File: config.mk
export PLATFORM = sky130hd
export DESIGN_NAME = morse_char_scheduler
export DESIGN_NICKNAME = d
export VERILOG_FILES = /design/src/rtl/morse_char_scheduler.sv
export SDC_FILE = /design/constraint.sdc
export NUM_CORES = 1
export LEC_CHECK = 0
export ABC_CLOCK_PERIOD_IN_PS = 8130
export CORE_UTILIZATION = 61
export CTS_BUF_LIST = sky130_fd_sc_hd__clkbuf_8
export DETAILED_ROUTE_END_ITERATION = 16
export PLACE_DENSITY = 0.93
export SLEW_MARGIN = 20
export SYNTH_ARGS = -nofsm -noshare
export SYNTH_HDL_FRONTEND = slang
export SYNTH_SLANG_ARGS = --single-unit
File: constraint.sdc
create_clock -name clk -period 8.13 [get_ports clk]
set_input_delay 1.626 -clock clk [delete_from_list [all_inputs] [get_ports clk]]
set_output_delay 1.626 -clock clk [all_outputs]
set_load 0.02 [all_outputs]
File: src/rtl/morse_char_scheduler.sv
// Purpose: receiver-to-Morse-encoder scheduler. Filters and normalises bytes, buffers them, and issues one at a time. Optional CASE_FOLD_EN folds lowercase to uppercase.
// Latency: rx_ready to rx_ack is 3 cycles (2-flop sync plus capture); an empty FIFO issues enc_start 4 cycles after rx_ready.
// Backpressure: rx_ack is withheld while the FIFO is full; the next issue waits for enc_done plus GAP_CYCLES idle cycles.
module morse_char_scheduler #(
    parameter int DEPTH      = 8,
    parameter int GAP_CYCLES = 0
) (
    input  logic                    clk,
    input  logic                    rst_l,
    input  logic                    rx_ready,
    input  logic [7:0]              rx_data,
    output logic                    rx_ack,
    output logic                    enc_start,
    output logic [7:0]              enc_char,
    input  logic                    enc_done,
    output logic [$clog2(DEPTH):0]  fifo_count,
    output logic [7:0]              drop_cnt
);

    localparam int AW = $clog2(DEPTH);
    localparam logic [AW:0] FULL_CNT = (AW+1)'(DEPTH);
    localparam logic [15:0] GAP_LOAD = (GAP_CYCLES > 0) ? 16'(GAP_CYCLES - 1) : 16'd0;

    typedef enum logic {
        R_IDLE,
        R_ACK
    } rx_state_t;

    typedef enum logic [1:0] {
        T_IDLE,
        T_ISSUE,
        T_WAIT,
        T_GAP
    } tx_state_t;

    // Synchronizer and receiver-side state
    logic            r_sync1;
    logic            r_rdy_s;
    rx_state_t       r_rx_state;
    logic            r_rx_ack;
    logic [7:0]      r_drop_cnt;

    // FIFO state
    logic [7:0]      r_mem [DEPTH];
    logic [AW-1:0]   r_wr_ptr;
    logic [AW-1:0]   r_rd_ptr;
    logic [AW:0]     r_count;

    // Encoder-side state
    tx_state_t       r_tx_state;
    logic            r_enc_start;
    logic [7:0]      r_enc_char;
    logic [15:0]     r_gap_cnt;

    logic            w_accept;
    logic [7:0]      w_norm;
    logic            w_full;
    logic            w_empty;
    logic            w_rx_take;
    logic            w_push;
    logic            w_pop;
    logic [7:0]      w_head;

    assign w_full    = (r_count == FULL_CNT);
    assign w_empty   = (r_count == '0);
    assign w_rx_take = (r_rx_state == R_IDLE) && r_rdy_s && !w_full;
    assign w_push    = w_rx_take && w_accept;
    // The FIFO is popped in the single T_ISSUE cycle; the head was captured on entry.
    assign w_pop     = (r_tx_state == T_ISSUE);
    assign w_head    = r_mem[r_rd_ptr];

    // Classify the held byte: uppercase, digits and space pass; lowercase only when folded.
    always_comb begin
        w_accept = 1'b0;
        w_norm   = rx_data;
        if ((rx_data >= 8'h41 && rx_data <= 8'h5A) ||
            (rx_data >= 8'h30 && rx_data <= 8'h39) ||
            (rx_data == 8'h20)) begin
            w_accept = 1'b1;
        end
`ifdef CASE_FOLD_EN
        else if (rx_data >= 8'h61 && rx_data <= 8'h7A) begin
            w_accept = 1'b1;
            w_norm   = rx_data - 8'h20;
        end
`endif
    end

    // Two-flop synchronizer for the receiver's level-held ready.
    always_ff @(posedge clk or negedge rst_l) begin
        if (!rst_l) begin
            r_sync1 <= 1'b0;
            r_rdy_s <= 1'b0;
        end else begin
            r_sync1 <= rx_ready;
            r_rdy_s <= r_sync1;
        end
    end

    // Receiver handshake: capture once per ready assertion, hold ack until ready drops.
    always_ff @(posedge clk or negedge rst_l) begin
        if (!rst_l) begin
            r_rx_state <= R_IDLE;
            r_rx_ack   <= 1'b0;
            r_drop_cnt <= 8'd0;
        end else begin
            case (r_rx_state)
                R_IDLE: begin
                    if (w_rx_take) begin
                        r_rx_ack   <= 1'b1;
                        r_rx_state <= R_ACK;
                        if (!w_accept && r_drop_cnt != 8'hFF) begin
                            r_drop_cnt <= r_drop_cnt + 8'd1;
                        end
                    end
                end
                R_ACK: begin
                    if (!r_rdy_s) begin
                        r_rx_ack   <= 1'b0;
                        r_rx_state <= R_IDLE;
                    end
                end
                default: r_rx_state <= R_IDLE;
            endcase
        end
    end

    // FIFO pointers and occupancy; simultaneous push and pop leave the count unchanged.
    always_ff @(posedge clk or negedge rst_l) begin
        if (!rst_l) begin
            r_wr_ptr <= '0;
            r_rd_ptr <= '0;
            r_count  <= '0;
        end else begin
            if (w_push) begin
                r_wr_ptr <= r_wr_ptr + 1'b1;
            end
            if (w_pop) begin
                r_rd_ptr <= r_rd_ptr + 1'b1;
            end
            case ({w_push, w_pop})
                2'b10:   r_count <= r_count + 1'b1;
                2'b01:   r_count <= r_count - 1'b1;
                default: r_count <= r_count;
            endcase
        end
    end

    // FIFO storage; contents are don't-care after reset because the pointers clear.
    always_ff @(posedge clk) begin
        if (w_push) begin
            r_mem[r_wr_ptr] <= w_norm;
        end
    end

    // Encoder sequencing: issue, wait for done, then optional idle gap.
    always_ff @(posedge clk or negedge rst_l) begin
        if (!rst_l) begin
            r_tx_state  <= T_IDLE;
            r_enc_start <= 1'b0;
            r_enc_char  <= 8'h00;
            r_gap_cnt   <= 16'd0;
        end else begin
            case (r_tx_state)
                T_IDLE: begin
                    if (!w_empty) begin
                        r_tx_state  <= T_ISSUE;
                        r_enc_start <= 1'b1;
                        r_enc_char  <= w_head;
                    end
                end
                T_ISSUE: begin
                    r_enc_start <= 1'b0;
                    r_tx_state  <= T_WAIT;
                end
                T_WAIT: begin
                    if (enc_done) begin
                        if (GAP_CYCLES > 0) begin
                            r_gap_cnt  <= GAP_LOAD;
                            r_tx_state <= T_GAP;
                        end else begin
                            r_tx_state <= T_IDLE;
                        end
                    end
                end
                T_GAP: begin
                    if (r_gap_cnt == 16'd0) begin
                        r_tx_state <= T_IDLE;
                    end else begin
                        r_gap_cnt <= r_gap_cnt - 16'd1;
                    end
                end
                default: r_tx_state <= T_IDLE;
            endcase
        end
    end

    assign rx_ack     = r_rx_ack;
    assign enc_start  = r_enc_start;
    assign enc_char   = r_enc_char;
    assign fifo_count = r_count;
    assign drop_cnt   = r_drop_cnt;

endmodule
Word-level counts from Yosys, hierarchy flattened
Memories as Yosys holds them, arrays and structs flattened. A register that Yosys moved wholly into a read port is not among the register bits. Index checks and enable logic that the tools add are counted.

Bits in registers: 41. Bits in writable memories: 64. Input bits: 12. Output and inout bits: 22. Logic and storage cells: 76. Memories kept: 1.

Add/sub/neg operators: 6. Magnitude comparators: 4. Equality and inequality tests: 13. Muxes and demuxes: 16. Bitwise logic cells: 3. Reduce and logical (&&, ||, !) cells: 22.

Memories: r_mem (words 8, bits a word 8, read ports 1, clocked after Yosys merged registers in 1, wr ports 1, RTL line 44) `logic [7:0] r_mem [DEPTH];`.

Operators with widths (number): $logic_not 16->1 (1); $sub 16x1->16 const B (1); $ne 2x2->1 const B (5); $add 8x1->8 const B (1); $eq 8x6->1 const B (1); $ge 8x6->1 const B (1); $ge 8x7->1 const B (1); $le 8x6->1 const B (1); $le 8x7->1 const B (1); $mux 1 (8); $ne 8x8->1 const B (1); $pmux 2 s4 (1); $pmux 4 s2 (1); $reduce_and 2->1 (4); $add 3x1->3 const B (2); $eq 2x2->1 const B (3); $logic_and 1x1->1 (6); $mux 2 (3); $pmux 1 s2 (3); $reduce_and 3->1 (2); $add 4x1->4 const B (1); $eq 2x1->1 const B (2); $eq 4x4->1 const B (1); $logic_not 4->1 (1); 6 further kinds (12).

Logic depth before layout (Yosys ltp)
Word-level depth: 8. Depth in mapped cells: 12. Gate-level depth less buffers: 11.

Worst setup path before layout
Ideal clock, no wire load.

Path kind: input to register. Start point: input port rx_data[0]. End point: memory r_mem[0][0], enable pin. Library setup time: 0.395 ns. Arrival time: 3.376 ns. Data required time: 7.735 ns. Path slack: 4.359 ns. Stages on the path: 6. Buffers on the path: 1. Path through: nor3_1 o21a_1 o32a_1 clkbuf_1 nand2_2 nor4_1.

Cells in the longest elaborated chain, start to end: 8. Elaborated cells between the ends (all ways): 13. Classes of those cells: order compare: 4; eq/ne: 1; mux: 3; reduce/logical: 5.

Ends and longest elaborated chain: start, declared (RTL line 11) `input logic [7:0] rx_data,`; $ge 8x7->1, or another cell as far along (RTL line 76) `if ((rx_data >= 8'h41 && rx_data <= 8'h5A) ||`; $logic_and 1x1->1, on equally long branches (RTL line 76, 77); $logic_or 1x1->1 (RTL line 76); $logic_or 1x1->1 * (RTL line 77) `(rx_data >= 8'h30 && rx_data <= 8'h39) ||`; $mux 1 * (RTL line 76); $logic_and 1x1->1 * (RTL line 67) `assign w_push = w_rx_take && w_accept;`; $mux 1 * (RTL line 151) `if (w_push) begin`; $mux 1 (implied by the code) * (RTL line 152) `r_mem[r_wr_ptr] <= w_norm;`; end, declared (RTL line 44).

Every way passes the cells marked *; elsewhere a longest branch is shown, timed or not.

Worst setup path in the final report
Start point: input port rx_data[6]. End point: register r_count[2], in the netlist fifo_count[2].

Cells in the longest elaborated chain, start to end: 8. Elaborated cells between the ends (all ways): 15. Classes of those cells: order compare: 4; eq/ne: 3; mux: 2; reduce/logical: 6.

Ends and longest elaborated chain: $ge 8x7->1, or another cell as far along (RTL line 76); $logic_and 1x1->1, on equally long branches (RTL line 76, 77); $logic_or 1x1->1 (RTL line 76); $logic_or 1x1->1 * (RTL line 77); $mux 1 * (RTL line 76); $logic_and 1x1->1 * (RTL line 67); $eq 2x1->1 or $eq 2x2->1 (tied branches) (RTL line 141) `case ({w_push, w_pop})`; $pmux 4 s2 or $reduce_bool 2->1 (tied branches); end signal, assigned (RTL line 142) `2'b10: r_count <= r_count + 1'b1;`; end signal, assigned (RTL line 143) `2'b01: r_count <= r_count - 1'b1;`; end signal, assigned (RTL line 144) `default: r_count <= r_count;`; end, declared (RTL line 47) `logic [AW:0] r_count;`.

Marks and branches as above. A chain may end at the register's enable or synchronous reset.

==> flow_metrics.env <==
export IMPL_postCtsSetupRepairBufs=0
export IMPL_r2r_start="fifo_count[1]"
export IMPL_cts_sinks=113
export IMPL_power_density_nw_per_um2=336
export IMPL_dr_pass1_iters=5
export IMPL_dpl_cell_area_um2=5170
export IMPL_ys_top_cells_by_area="edfxtp_1 41%, dfrtp_1 26%, mux4_2 7.6%"
export IMPL_dpl_cell_count=434
export IMPL_ys_warn_count=0
export IMPL_drt_total_wl_mm=8.98
export IMPL_postRouteAntennaNets=0
export IMPL_setup_worst_path_start="rx_data[6]"
export IMPL_synth_most_common_cell="edfxtp_1"
export IMPL_gp_congestion=0.808
export IMPL_grt_overflow_total=0
export IMPL_min_period_ns=4.47
export IMPL_max_slew_margin_rel_pct=40.6
export IMPL_netlist_top_cells_count="64 x edfxtp_1, 49 x dfrtp_1, 20 x xor2_1"
export IMPL_ctsLongestPathBuffers=2
export IMPL_portBuffers=33
export IMPL_worstSetupPathType="input pin to flop"
export IMPL_area_growth_pct=18.1
export IMPL_wl_per_cell_um=19.3
export IMPL_globalRouteTotalUtil_pct=24.4
export IMPL_internal_power_mw=1.24
export IMPL_power_share_clock_pct=27.6
export IMPL_syn_nets=327
export IMPL_outcome="finished, final reports clean"
export IMPL_synth_edf_count=64
export IMPL_ios=34
export IMPL_yosys_area_top_type="edfxtp_1"
export IMPL_power_leakage_nw=2.16
export IMPL_rsz0062_at_grt="false"
export IMPL_die_width_um=89.9
export IMPL_fp_coreArea_um2=7370
export IMPL_hold_slack_ns=0.356
export IMPL_tightest_slew_ns=0.886
export IMPL_timing_hold_violations_final=0
export IMPL_endpoint_kind="flop"
export IMPL_async_flop_share_pct=43.4
export IMPL_cp_arrival_ns=4.76
export IMPL_maxCapViolCount=0
export IMPL_clkSlewWorstSetupHoldPaths_ns=0.08
export IMPL_grt_pass1_wl_mm=14.7
export IMPL_netlist_instances=308
export IMPL_htreeDepth=4
export IMPL_cp_start_kind="input pin"
export IMPL_hp_class="flop to flop"
export IMPL_report_final_slew_viol_count=0
export IMPL_diodes=0
export IMPL_clockRootBuffer="clkbuf_8"
export IMPL_synth_area_um2=4710
export IMPL_initial_utilization_pct=64.0
export IMPL_finalCritPeriodShare_pct=55.0
export IMPL_clock_latency_ns=0.42
export IMPL_cp_max_fo=12
export IMPL_rows=31
export IMPL_peakVddDrop_uv=313
export IMPL_synth_seq_cells=113
export IMPL_place_detailed_hpwl_mm=5.43
export IMPL_grt_pass1_vias=2928
export IMPL_skew_ns=0.0112
export IMPL_layout_cells_non_filler=466
export IMPL_cp_data_required_time_ns=8.42
export IMPL_final_nets=373
export IMPL_setup_tns_ns=0
export IMPL_timing_fmax_mhz=224
export IMPL_drc=0
export IMPL_cts_buffers_inserted=17
export IMPL_synth_top_area_share_pct=40.8
export IMPL_dieHeight_um=89.9
export IMPL_synth_ff_type="edfxtp_1"
export IMPL_postSynthAreaPerCell_um2=15.3
export IMPL_grt_max_degree=50
export IMPL_setup_viol_count_final=0
export IMPL_drive_gt1_share_pct=17.2
export IMPL_fin_area_um2=5570
export IMPL_vias_per_cell=6.14
export IMPL_drt_initial_drc_count=157
export IMPL_switching_share_pct=33.5
export IMPL_hold_start="r_sync1"
export IMPL_vias=2859
export IMPL_seqPwrFrac_pct=44.6
export IMPL_cts_tree="built"
export IMPL_ys_types=43
export IMPL_switchingPower_mw=0.626
export IMPL_p_comb_share_pct=27.8
export IMPL_die_area_um2=8080
export IMPL_synth_seq_area_share_pct=66.8
export IMPL_hold_buffers=0
export IMPL_antenna_found_initial=0
export IMPL_post_cts_resized=0
[kinds of logic after synthesis]
logic type	after synthesis	share of synthesized area, %
flip-flops	113	66.8
XOR/XNOR	29	5.39
adder cells (fa/ha/maj)	7	1.86
AO/OA/AOI/OAI	36	5.34
buffers and inverters	17	1.41
AND/OR/NAND/NOR	78	8.92
multiplexers	28	10.3
[cell type report]
type / instances / area (um^2)
clock buffers: 17 / 234
inverters: 6 / 22.5
flip-flops and latches: 113 / 3150
fillers: 419 / 1800
repair buffers: 38 / 365
well taps: 99 / 124
multi-input cells: 178 / 1510
clock inverters: 15 / 159
[power by group through the flow]
stage	sequential, mW	combinational, mW	clock [mW]
after floorplan	0.823	0.325	0
after global placement	0.836	0.493	0
after detailed placement	0.841	0.515	0
after CTS	0.834	0.523	0.523
after global routing	0.850	0.561	0.547
final	0.835	0.519	0.516
[flip-flops by register name (all words and copies together), names as in the netlist]
register and flops:
fifo_count 4, r_gap_cnt 16, drop_cnt 8, r_rx_state 1, r_rdy_s 1, r_sync1 1, r_mem 64, r_rd_ptr 3
rx_ack 1, enc_start 1, r_wr_ptr 3, r_tx_state 2, enc_char 8
[worst max-delay path: stages]
cell,delay [ns]
clkdlybuf4s50_1,0.62
nor2b_1,0.25
a31oi_1,0.56
and2_1,0.32
nand2_2,0.17
ha_1,0.33
xor2_1,0.18
ha_1,0.19
a21oi_1,0.14
xor2_1,0.17
nor2_1,0.07
xor2_1,0.14
[cells in the final DEF (no fill, tap or decap), drive strengths merged, types with 2 or more instances in the layout]
| cell type | instances |
|---|---|
| or3 | 2 |
| and2 | 2 |
| clkinv | 8 |
| buf | 6 |
| bufinv | 2 |
| o21a | 2 |
| edfxtp | 64 |
| clkdlybuf4s50 | 32 |
| inv | 10 |
| nor2b | 2 |
| a211oi | 6 |
| clkbuf | 17 |
| nand2 | 20 |
| mux2i | 8 |
| o41ai | 2 |
| or4 | 3 |
| ha | 7 |
| nor2 | 10 |
| and3 | 3 |
| xor2 | 20 |
| nand4 | 3 |
| a21oi | 5 |
| o21ai | 13 |
| nor3 | 9 |
| nand2b | 5 |
| xnor2 | 9 |
| nand3 | 9 |
| mux4 | 16 |
| dfrtp | 49 |
| nor4 | 6 |
| mux2 | 4 |
| a21o | 2 |
[per-stage QoR]
| stage | util [%] | worst slack [ns] | total power, mW |
|---|---|---|---|
| floorplan | - | 4.36 | 1.15 |
| global placement | 70.1 | 3.53 | 1.33 |
| detailed placement | 70.1 | 3.37 | 1.36 |
| CTS | 75.5 | 3.74 | 1.88 |
| global route | 75.5 | 3.51 | 1.96 |
| finish | 75.5 | 3.66 | 1.87 |
[final timing paths]
| path | endpoint | slack (ns) | depth (start not counted) |
|---|---|---|---|
| min reg2reg | r_rdy_s | 0.36 | 0 |
| max reg2reg | fifo_count[2] | 5.18 | 11 |
| max | fifo_count[2] | 3.66 | 12 |
| min | r_rdy_s | 0.36 | 0 |
| max in group asynchronous | r_rd_ptr[0] | 6.47 | 1 |
| min in group asynchronous | enc_char[7] | 1.22 | 1 |
[metal layers]
metal	GRT usage (%)	up-vias	share of wire [%]
met2	39.5	134	50
met1	30.4	1433	41
li1	-	1268	-
met3	6.94	24	6.4
met4	12.0	0	2.7
met5	0	-	0
Note: power is estimated with default switching activity, not from simulation.
